`src/rtl/riscv_pkg.sv`:
```
// Shared RISC-V pipeline definitions: memory opcodes, load/store funct3
// encodings, the load/store unit state type and the registered data-bus
// command record.
package riscv_pkg;

  localparam logic [6:0] OP_LOAD  = 7'b0000011;
  localparam logic [6:0] OP_STORE = 7'b0100011;

  localparam logic [2:0] F3_B  = 3'd0;
  localparam logic [2:0] F3_H  = 3'd1;
  localparam logic [2:0] F3_W  = 3'd2;
  localparam logic [2:0] F3_BU = 3'd4;
  localparam logic [2:0] F3_HU = 3'd5;

  typedef enum logic [1:0] {IDLE, REQ, DONE} lsu_state_t;

  // Everything the bus sees besides req; captured once per access.
  typedef struct packed {
    logic        we;
    logic [31:0] addr;
    logic [31:0] wdata;
    logic [3:0]  be;
  } dbus_cmd_t;

endpackage

```
`src/rtl/lsu_load_align.sv`:
```
// Load data alignment and extension.
// Ports:
//   rdata  - raw 32-bit word from the data bus
//   addr   - low two bits of the byte address (lane select)
//   funct3 - load width/sign encoding
//   data   - lane-extracted, sign/zero-extended load value
module lsu_load_align
  import riscv_pkg::*;
(
  input  logic [31:0] rdata,
  input  logic [1:0]  addr,
  input  logic [2:0]  funct3,
  output logic [31:0] data
);

  logic [7:0]  b;
  logic [15:0] h;

  always_comb begin
    b = 8'(rdata >> {addr, 3'b000});
    h = addr[1] ? rdata[31:16] : rdata[15:0];
    case (funct3)
      F3_B:    data = {{24{b[7]}}, b};
      F3_H:    data = {{16{h[15]}}, h};
      F3_BU:   data = {24'h0, b};
      F3_HU:   data = {16'h0, h};
      default: data = rdata;
    endcase
  end

endmodule

```
`src/rtl/mem_access_unit.sv`:
```
// MEM-stage data-memory access unit. Classifies the EX/MEM instruction as a
// load/store, flags misalignment, issues one access at a time on a
// valid/ack bus and stalls the pipeline until the access completes.
// Ports:
//   clk, rst           - clock, async active-low reset
//   memValid..memMEMWdata - EX/MEM pipeline register fields
//   dbus_*             - single-outstanding data bus (req/we/addr/wdata/be out,
//                        ack/rdata in)
//   memStall           - freezes IF..MEM while an access is pending
//   memLoadData        - last completed load value (held)
//   memLoadDone        - one-cycle pulse when memLoadData is fresh
//   memMisalign        - combinational misaligned-access flag
module mem_access_unit #(
  parameter logic [6:0] OP_LOAD  = riscv_pkg::OP_LOAD,
  parameter logic [6:0] OP_STORE = riscv_pkg::OP_STORE
) (
  input  logic        clk,
  input  logic        rst,
  input  logic        memValid,
  input  logic [6:0]  memInsType,
  input  logic [2:0]  memFunct3,
  input  logic        memMEMWrite,
  input  logic [31:0] memResult,
  input  logic [31:0] memMEMWdata,
  output logic        dbus_req,
  output logic        dbus_we,
  output logic [31:0] dbus_addr,
  output logic [31:0] dbus_wdata,
  output logic [3:0]  dbus_be,
  input  logic        dbus_ack,
  input  logic [31:0] dbus_rdata,
  output logic        memStall,
  output logic [31:0] memLoadData,
  output logic        memLoadDone,
  output logic        memMisalign
);

  import riscv_pkg::*;

  lsu_state_t  state;
  dbus_cmd_t   cmd, cmd_nxt;
  logic        is_load, is_store, legal, misal, go;
  logic [1:0]  lo_q;
  logic [2:0]  f3_q;
  logic [31:0] ld_ext;

  // Classification and misalignment.
  always_comb begin
    is_load  = memValid && (memInsType == OP_LOAD);
    is_store = memValid && (memInsType == OP_STORE) && memMEMWrite;
    case (memFunct3)
      F3_B, F3_H, F3_W: legal = is_load || is_store;
      F3_BU, F3_HU:     legal = is_load;
      default:          legal = 1'b0;
    endcase
    // funct3[1:0]==01 covers both LH/SH and LHU
    misal = legal && (((memFunct3[1:0] == 2'b01) && memResult[0]) ||
                      ((memFunct3 == F3_W) && (memResult[1:0] != 2'b00)));
    go    = legal && !misal;
  end

  // Store lane replication and byte enables; loads always read the full word.
  always_comb begin
    cmd_nxt.we   = is_store;
    cmd_nxt.addr = {memResult[31:2], 2'b00};
    case (memFunct3[1:0])
      2'b00: begin
        cmd_nxt.be    = 4'b0001 << memResult[1:0];
        cmd_nxt.wdata = {4{memMEMWdata[7:0]}};
      end
      2'b01: begin
        cmd_nxt.be    = 4'b0011 << {memResult[1], 1'b0};
        cmd_nxt.wdata = {2{memMEMWdata[15:0]}};
      end
      default: begin
        cmd_nxt.be    = 4'b1111;
        cmd_nxt.wdata = memMEMWdata;
      end
    endcase
    if (!is_store) cmd_nxt.be = 4'b1111;
  end

  // Lane select uses the captured address/funct3 so extraction does not
  // depend on the pipeline register staying frozen.
  lsu_load_align u_align (
    .rdata  (dbus_rdata),
    .addr   (lo_q),
    .funct3 (f3_q),
    .data   (ld_ext)
  );

  always_ff @(posedge clk or negedge rst) begin
    if (!rst) begin
      state       <= IDLE;
      cmd         <= '0;
      dbus_req    <= 1'b0;
      lo_q        <= 2'b00;
      f3_q        <= 3'b000;
      memLoadData <= 32'h0;
      memLoadDone <= 1'b0;
    end else begin
      case (state)
        IDLE: if (go) begin
          state    <= REQ;
          cmd      <= cmd_nxt;
          dbus_req <= 1'b1;
          lo_q     <= memResult[1:0];
          f3_q     <= memFunct3;
        end
        REQ: if (dbus_ack) begin
          state    <= DONE;
          dbus_req <= 1'b0;
          if (!cmd.we) begin
            memLoadData <= ld_ext;
            memLoadDone <= 1'b1;
          end
        end
        DONE: begin
          // instruction still present here was just served; never restart
          state       <= IDLE;
          memLoadDone <= 1'b0;
        end
        default: state <= IDLE;
      endcase
    end
  end

  assign dbus_we    = cmd.we;
  assign dbus_addr  = cmd.addr;
  assign dbus_wdata = cmd.wdata;
  assign dbus_be    = cmd.be;

  // Combinational flags are forced low while reset is held.
  assign memStall    = rst && (((state == IDLE) && go) || (state == REQ));
  assign memMisalign = rst && misal;

endmodule

```
`config.mk`:
```
export PLATFORM = sky130hd
export DESIGN_NAME = mem_access_unit
export DESIGN_NICKNAME = d
export VERILOG_FILES = /design/src/rtl/riscv_pkg.sv /design/src/rtl/lsu_load_align.sv /design/src/rtl/mem_access_unit.sv
export SDC_FILE = /design/constraint.sdc
export NUM_CORES = 1
export LEC_CHECK = 0
export ABC_AREA = 0
export CORE_ASPECT_RATIO = 2
export CORE_UTILIZATION = 40
export CTS_CLUSTER_DIAMETER = 100
export DETAILED_ROUTE_END_ITERATION = 10
export GPL_ROUTABILITY_DRIVEN = 0
export PLACE_DENSITY = 0.86
export SLEW_MARGIN = 20
export SYNTH_ARGS = -nofsm -noshare
export SYNTH_HDL_FRONTEND = slang
export SYNTH_SLANG_ARGS = --single-unit
```
`constraint.sdc`:
```
create_clock -name clk -period 3 [get_ports clk]
set_input_delay 0.45 -clock clk [delete_from_list [all_inputs] [get_ports clk]]
set_output_delay 0.45 -clock clk [all_outputs]
set_load 0.02 [all_outputs]
```
==> results.cfg <==
[yosys]
synthCells = 439
ys_seq_area_frac = 0.516
async_flop_share = 1.00
ys_ff_latch = 108
yosysWarnings = 0
synth_area_leaders = dfrtp_1 52%, mux2_4 13%, mux2_2 11%
synth_area_per_cell_um2 = 11.9
syn_area_um2 = 5230
netlist-cell-type-count = 41
netlist.area_leader.share = 0.516
synth_ff_type = dfrtp_1
yosys.area.top_type = dfrtp_1
synth_edf_count = 0

[power]
ir_drop_mv = 0.314
total_power_mw = 3.82
cellLeakagePower_nw = 3.63
power_density_nw_per_um2 = 486

[final_layout]
nFillCells = 1012
final_common_cell = clkdlybuf4s50_1
finish.instance_area_um2 = 7880
layout_common_cells = 210 x clkdlybuf4s50_1, 108 x dfrtp_1, 49 x mux2_2, 46 x mux2_4, 42 x nand2_1
multi_input_area_um2 = 2380
fin_cells = 811
final_nets = 767
seqCellArea_um2 = 2700
area_growth_pct = 50.5
diodes = 0
drive_gt1_frac = 0.212

[placed_design]
placed_cells = 794
io_buffers = 213
pre_cts_ws_ns = -0.260
placed_area_um2 = 7590
post-dp-hpwl_mm = 11.8

[timing]
hold_ws_ns = 0.486
final.setup_skew_ns = 0.0148
slew-limit-headroom = 0.396
hold_viol_final = 0
period_share = 0.939
finalWorstSetupSlack_ns = 0.184
fmax_mhz = 355
setup_viol = 0
period_minus_slack_ns = 2.82
worst-slew-pin-transition_ns = 0.905
rsz0062_at_grt = no
final_max_slew_viol_count = 0

[worst_setup_path]
crit_required_ns = 3.22
path_class = in2reg
reg2reg_depth = 5
r2r_start = state[1]
setup.worst_path.end = dbus_addr[29]
worstPathArrival_ns = 3.04
r2r-end = dbus_wdata[8]
cp-end-kind = flip-flop
crit_path_max_fanout = 39
startpoint = memInsType[2]
reg2reg_slack_ns = 0.67
crit_path_start_kind = primary input

[floorplan]
dieWidth_um = 82.9
core_area_um2 = 12600
die_y_um = 164
ioPinCount = 216
row_count = 58
initial_core_util = 0.414
dieArea_um2 = 13600

[routing]
avgRoutedWirePerCell_um = 18.5
via_per_inst = 5.25
num_vias = 4261
routed_wl_mm = 15.0
drc = 0
drt_iter0_markers = 192
dr.pass1.iters = 4
ant_nets = 0

[clock_tree]
root_buffer = clkbuf_16
clockBufferDepth = 2
cts_tree = yes
clk_pin_slew_ns = 0.08
clock_latency_ns = 0.34
clock-sinks = 108
cts_made_buffers = 9
cts.htree.levels = 3

[grt]
track_usage = 0.219
grt_pass1_vias = 4757
grt_pass1_wl_mm = 23.4
grt_max_degree = 72
antenna_found_initial = 0
overflow = 0

[status]
status = finished, final reports clean

[run]
cap_violations = 0

[hold_path]
min_path_cells = 2
hold_class = reg2reg
## routing by layer
metal  global-route usage  part of all wire  wire [um]  vias up
met5                    0                 0          0        -
met4                0.141             0.056        839        0
met3               0.0442             0.051        764       46
met2                0.419              0.56       8450      184
met1                0.209              0.33       4960     2071
li1                     -                 -          -     1960
## synthesized netlist by cell type, types with 2 or more instances
cell,n
nand2_1,42
nand3_1,5
a21oi_1,37
inv_1,5
a21o_1,6
buf_6,5
a22o_1,2
nand3b_1,9
buf_4,3
mux2i_1,11
buf_1,3
dfrtp_1,108
mux2_4,46
nor3_1,3
a31oi_1,2
nor2b_1,4
nor2_1,33
clkbuf_1,20
nand2b_1,3
mux2_2,49
o21ai_0,23
## worst min path at each step
stage | start | end
final | dbus_req | dbus_req
after global routing | dbus_req | dbus_req
after CTS | dbus_req | dbus_req
after detailed placement | rst | dbus_be[3]
after global placement | rst | dbus_be[3]
after floorplan | rst | dbus_addr[10]
## critical path, cell delays in order
cell and delay [ns]:
clkdlybuf4s50_1 0.41, or4b_4 0.56, a2111oi_4 0.30, o2111ai_4 0.18, buf_4 0.32, buf_4 0.40
mux2_4 0.38
## cell type report
type,instances,share of cell area
clock buffers,10,0.0291
clock inverters,6,0.00715
inverters,5,0.00238
multi-input cells,296,0.303
repair buffers,236,0.292
well taps,150,0.0238
flip-flops and latches,108,0.343
## flip-flops by register name, summed over array words and instances, names as in the netlist
signal,count
dbus_req,1
dbus_wdata,32
dbus_be,4
dbus_addr,30
memLoadData,32
f3_q,3
memLoadDone,1
lo_q,2
state,2
dbus_we,1
## cell families after synthesis
logic type | count (synthesis) | share of synthesized area
DFF | 108 | 0.516
muxes | 107 | 0.263
and+or+nand+nor | 107 | 0.0947
AOI/OAI and AO/OA | 80 | 0.0902
buffers and inverters | 36 | 0.0351
other | 1 | 0.000717
## what timing repair did
action | CTS | global route
hold buffers | 1 | 0
resized for setup | 2 | 3
setup buffers | 0 | 0
setup endpoints to repair | 2 | 1
hold endpoints to repair | 5 | 0
## power breakdown
| group | internal [mW] | leakage [nW] | switching [mW] | total (mW) |
|---|---|---|---|---|
| Clock | 0.581 | 0.141 | 0.550 | 1.13 |
| Sequential | 1.60 | 1.43 | 0.0919 | 1.69 |
| Combinational | 0.544 | 2.05 | 0.458 | 1.00 |
| Total | 2.72 | 3.63 | 1.10 | 3.82 |
## through the flow
stage / setup TNS, ns / util
after floorplan: 0 / -
after global placement: -4.02 / 0.601
after detailed placement: -6.35 / 0.601
after CTS: 0 / 0.624
after global routing: 0 / 0.624
final: 0 / 0.624
(Power assumes the default switching activity.)
